==> src/rtl/sram_vec_reader.sv <==
// Strided SRAM read engine that streams a vector of elements out under valid/ready backpressure.
// Optional backpressure counter enabled by defining SRAM_VEC_READER_STALL_CNT_EN.
module sram_vec_reader #(
  parameter int unsigned SIZE       = 1024,
  parameter int unsigned DATA_WIDTH = 8,
  parameter int unsigned MAX_LEN    = 64,
  localparam int unsigned AW        = $clog2(SIZE),
  localparam int unsigned LW        = $clog2(MAX_LEN + 1),
  localparam int unsigned IW        = $clog2(MAX_LEN)
) (
  input  logic                  clk,
  input  logic                  rst,
  input  logic                  req_valid,
  output logic                  req_ready,
  input  logic [AW-1:0]         req_base,
  input  logic [AW-1:0]         req_stride,
  input  logic [LW-1:0]         req_len,
  output logic [AW-1:0]         read_address,
  input  logic [DATA_WIDTH-1:0] sram_data,
  output logic                  out_valid,
  input  logic                  out_ready,
  output logic [DATA_WIDTH-1:0] out_data,
  output logic [IW-1:0]         out_idx,
  output logic                  out_last,
  output logic                  done,
  output logic                  busy,
  output logic [31:0]           stall_cnt
);

  localparam logic [1:0] StIdle  = 2'd0;
  localparam logic [1:0] StRun   = 2'd1;
  localparam logic [1:0] StDrain = 2'd2;

  localparam logic [LW-1:0] LenOne = LW'(1);

  logic [1:0]            state_q;
  logic [AW-1:0]         addr_q;
  logic [AW-1:0]         stride_q;
  logic [LW-1:0]         len_q;
  logic [LW-1:0]         issued_q;
  logic                  out_valid_q;
  logic [DATA_WIDTH-1:0] out_data_q;
  logic [IW-1:0]         out_idx_q;
  logic                  out_last_q;
  logic                  done_q;

  logic accept;
  logic capture;
  logic is_last;

  always_comb begin
    accept  = req_valid && (state_q == StIdle);
    capture = (state_q == StRun) && (!out_valid_q || out_ready);
    is_last = (issued_q == (len_q - LenOne));
  end

  // The address register only advances on non-final captures, so it already
  // holds the final element's address throughout DRAIN.
  always_ff @(posedge clk) begin
    if (rst) begin
      state_q     <= StIdle;
      addr_q      <= '0;
      stride_q    <= '0;
      len_q       <= '0;
      issued_q    <= '0;
      out_valid_q <= 1'b0;
      out_data_q  <= '0;
      out_idx_q   <= '0;
      out_last_q  <= 1'b0;
      done_q      <= 1'b0;
    end else begin
      done_q <= 1'b0;
      case (state_q)
        StIdle: begin
          if (accept) begin
            if (req_len != '0) begin
              addr_q   <= req_base;
              stride_q <= req_stride;
              len_q    <= req_len;
              issued_q <= '0;
              state_q  <= StRun;
            end else begin
              done_q <= 1'b1;
            end
          end
        end
        StRun: begin
          if (capture) begin
            out_data_q  <= sram_data;
            out_idx_q   <= issued_q[IW-1:0];
            out_last_q  <= is_last;
            out_valid_q <= 1'b1;
            issued_q    <= issued_q + LenOne;
            if (is_last) begin
              state_q <= StDrain;
            end else begin
              addr_q <= addr_q + stride_q;
            end
          end
        end
        StDrain: begin
          if (out_valid_q && out_ready) begin
            out_valid_q <= 1'b0;
            out_last_q  <= 1'b0;
            state_q     <= StIdle;
            done_q      <= 1'b1;
          end
        end
        default: state_q <= StIdle;
      endcase
    end
  end

  assign req_ready    = (state_q == StIdle);
  assign busy         = (state_q != StIdle);
  assign read_address = addr_q;
  assign out_valid    = out_valid_q;
  assign out_data     = out_data_q;
  assign out_idx      = out_idx_q;
  assign out_last     = out_last_q;
  assign done         = done_q;

`ifdef SRAM_VEC_READER_STALL_CNT_EN
  logic [31:0] stall_cnt_q;

  always_ff @(posedge clk) begin
    if (rst) begin
      stall_cnt_q <= '0;
    end else if (accept) begin
      stall_cnt_q <= '0;
    end else if (out_valid_q && !out_ready && (stall_cnt_q != '1)) begin
      stall_cnt_q <= stall_cnt_q + 32'd1;
    end
  end

  assign stall_cnt = stall_cnt_q;
`else
  assign stall_cnt = '0;
`endif

endmodule

==> config.mk <==
export PLATFORM = sky130hd
export DESIGN_NAME = sram_vec_reader
export DESIGN_NICKNAME = d
export VERILOG_FILES = /design/src/rtl/sram_vec_reader.sv
export SDC_FILE = /design/constraint.sdc
export NUM_CORES = 1
export LEC_CHECK = 0
export CORE_MARGIN = 2
export CORE_UTILIZATION = 45
export CTS_CLUSTER_SIZE = 28
export DETAILED_ROUTE_END_ITERATION = 10
export PLACE_DENSITY = 0.86
export SLEW_MARGIN = 15
export SYNTH_ARGS = -nofsm -noshare
export SYNTH_HDL_FRONTEND = slang
export SYNTH_SLANG_ARGS = --single-unit
==> constraint.sdc <==
create_clock -name clk -period 2.6 [get_ports clk]
set_input_delay 0.52 -clock clk [delete_from_list [all_inputs] [get_ports clk]]
set_output_delay 0.52 -clock clk [all_outputs]
set_load 0.01 [all_outputs]
==> results.md, run 1 <==
- Mapped cell area: ~3000 sq um
- Row count: 29
- First drt pass iteration count: 4
- DR WL/cell: between 10 and 15 um
- Synth warn: 0
- DRT antenna net count: 0
- Post-CTS Setup Inserts: 0
- Dpl ws: -0.0464 ns
- Sink Count: 53
- Main combinational cell family by area after synthesis: simple AND/OR/NAND/NOR gates
- Max clock buf depth: 2
- Area Overhead vs Synth: 26.0%
- Share of cells above drive strength 1: approximately 7.5%
- Ys async rst share: 0%
- Hold Crit Class: reg2reg
- Port bufs: 67
- Crit-path max FO: 7
- Seq/Total Area, Yosys: roughly 36%
- Initial core utilization: roughly 47%
- Fmax: 424 MHz
- Gates resized, CTS repair: 0
- Cell area after placement: 3650 sq um
- CP startpoint kind: input port
- Xor-xnor portion of the synthesized cell area: 6.16%
- Cts hold-fix bufs: 0
- Final WS setup: 0.239 ns
- Placed wire-length estimate: around 5.5 mm
- Die Span Y: roughly 85 um
- Final setup fails: 0
- Crit path required time: between 2 and 3 ns
- Maximum VDD drop: between 0.0002 and 0.0003 V
- Crit share post-route: 90.8%
- Flops & latches, synth: 53
- Clock skew: 0.00506 ns
- Gr busiest metal: met2
- CTS tree: built
- Hold_ws: 0.457 ns
- Pwr/cell area: ~540 nW/um^2
- Initial drt markers: around 140
- Met1 Track Usage GR: between 20% and 30%
- # DRC: 0
- Vias in the first global route: approximately 2600
- Final hold vios: 0
- DR vias/cell: about 5.3
- Crit path capture type: flop
- Setup Crit Path Kind: in2reg
- # IOs: 100
- Leakage: about 1.5 nW
- CTS Buf Count: 5
- First-pass GRT wire length: 11.7 mm
- Clk Latency, worst-skew pair: a little over 0.3 ns
- Simple-gate share of the synthesized area: roughly a fifth
- Post-synthesis mux area share: a little over 3%
- Antenna violations before repair: 0
- Total GRT Usage: between 15 and 20%
- Post-synth EDFFs: 0
- Status: complete, no violations
- Post-route cell area: 3760 sq um
- Core Area: approximately 6400 sq um
- Cells after Synth: 358
- Met2 usage: a little over a third
- CP arrival: about 2.6 ns
- Die Area: about 7300 sq um
- Syn_area_per_cell: 8.34 sq um
- Synth cell types: a little under 50
- Die W: ~85 um
- Nets: approximately 480
- Synth Flop Type: dfxtp_1
- H-tree lvl count: 2
- Clk slew on worst S/H paths: roughly 0.10 ns
- Max-slew violation count: 0
- Crit path time final: roughly 2.4 ns
- Maxcap violations: 0
- Largest net degree at the start of global routing: 25
- GPL Wtd Cong: ~0.95
- Root Buffer: clkbuf_8
- Wirelength, routed: approximately 7.1 mm
- Via count: around 2700
- RSZ-0062 raised after global routing: false
- Synth Area in Adders: 5.28%
- Ant diodes: 0
- GRT overflow: 0
- Post-synthesis compound-gate area fraction: 17.9%
- Grt met3 use: 3.70%
cell type report:
type	count	area, sq um
tap	77	96.3
fill	526	2620
timing repair buffer	76	738
inverter	5	18.8
clock inverter	3	46.3
multi-input combinational	285	1730
sequential	53	1060
clock buffer	5	68.8
per-stage QoR:
step                power (mW)  instances  TNS (ns)  util [%]
finish                    2.02        504         0      58.9
global route              2.12        504         0      58.9
CTS                       2.02        504         0      58.9
detailed placement        1.46        496    -0.127      57.1
global placement          1.44        496         0      57.1
floorplan                 1.28        389         0         -
state kept, by name (all words and copies together) (netlist names):
register      flops
out_valid         1
out_data          8
done              1
len_q             7
issued_q          7
read_address     10
stride_q         10
out_last          1
state_q           2
out_idx           6
power by group:
group	switching [mW]	leakage, nW	total [mW]	internal [mW]
Clock	0.278	0.0543	0.566	0.288
Combinational	0.275	1.01	0.532	0.257
Sequential	0.0544	0.434	0.919	0.864
Total	0.608	1.50	2.02	1.41
worst paths after layout:
kind / start / to / slack, ns / cells after the start
setup / recovery: req_len[2] / read_address[5] / 0.24 / 7
hold / removal: out_data[2] / out_data[2] / 0.46 / 2
setup reg to reg: len_q[0] / read_address[5] / 0.26 / 7
hold reg to reg: out_data[2] / out_data[2] / 0.46 / 2
critical path, stage by stage:
cell,delay (ns)
clkdlybuf4s50_1,0.42
or4_4,0.58
nor4_2,0.22
and2b_1,0.25
nor2_2,0.25
nor2_4,0.10
a211oi_1,0.24
Yosys cell counts (all sizes together), types with 6 or more instances:
master   n  area share (%)
xor2     9             2.6
mux2i    9             3.0
o21ai    8             1.3
nor2    39             5.2
nor3     6             1.0
ha      11             4.6
clkbuf   9             1.1
nand2   57             7.5
xnor2   12             3.5
nand3    9             1.5
dfxtp   53              36
buf     37             9.0
a21oi   40             6.7
placed cells by master (no fill, tap or decap), drive strengths merged, types with 11 or more instances in the layout:
master / instances
clkdlybuf4s50: 67
nand2: 57
dfxtp: 53
a21oi: 40
nor2: 39
conb: 32
xnor2: 12
ha: 11
kinds of logic (layout without fill, tap and decap cells):
logic type	Yosys count	in the layout
adder cells (fa/ha/maj)	12	12
buffers and inverters	51	89
XOR/XNOR	21	21
AO/OA/AOI/OAI	78	78
multiplexers	9	9
flip-flops	53	53
other	1	32
AND/OR/NAND/NOR	133	133
per-layer routing:
metal	vias to the layer above	wire length [um]
met5	-	0
met4	0	77
met3	9	337
met2	89	3780
met1	1257	2920
li1	1305	-
Note: power is estimated with default switching activity, not from simulation.
==> run 2, diff against run 1 <==
--- a/config.mk
+++ b/config.mk
@@ -7,6 +7,7 @@
 export LEC_CHECK = 0
 export CORE_MARGIN = 2
 export CORE_UTILIZATION = 45
+export CTS_BUF_LIST = sky130_fd_sc_hd__clkbuf_4 sky130_fd_sc_hd__clkbuf_8 sky130_fd_sc_hd__clkbuf_16
 export CTS_CLUSTER_SIZE = 28
 export DETAILED_ROUTE_END_ITERATION = 10
 export PLACE_DENSITY = 0.86
==> results of run 2 <==
Same layout as run 1: the final DEF is identical, and so are final timing and power.
==> run 3, diff against run 2 <==
--- a/config.mk
+++ b/config.mk
@@ -11,7 +11,9 @@
 export CTS_CLUSTER_SIZE = 28
 export DETAILED_ROUTE_END_ITERATION = 10
 export PLACE_DENSITY = 0.86
+export SKIP_CTS_REPAIR_TIMING = 1
 export SLEW_MARGIN = 15
 export SYNTH_ARGS = -nofsm -noshare
 export SYNTH_HDL_FRONTEND = slang
 export SYNTH_SLANG_ARGS = --single-unit
+export TNS_END_PERCENT = 20
==> results of run 3 <==
Same layout as run 1: the final DEF is identical, and so are final timing and power.
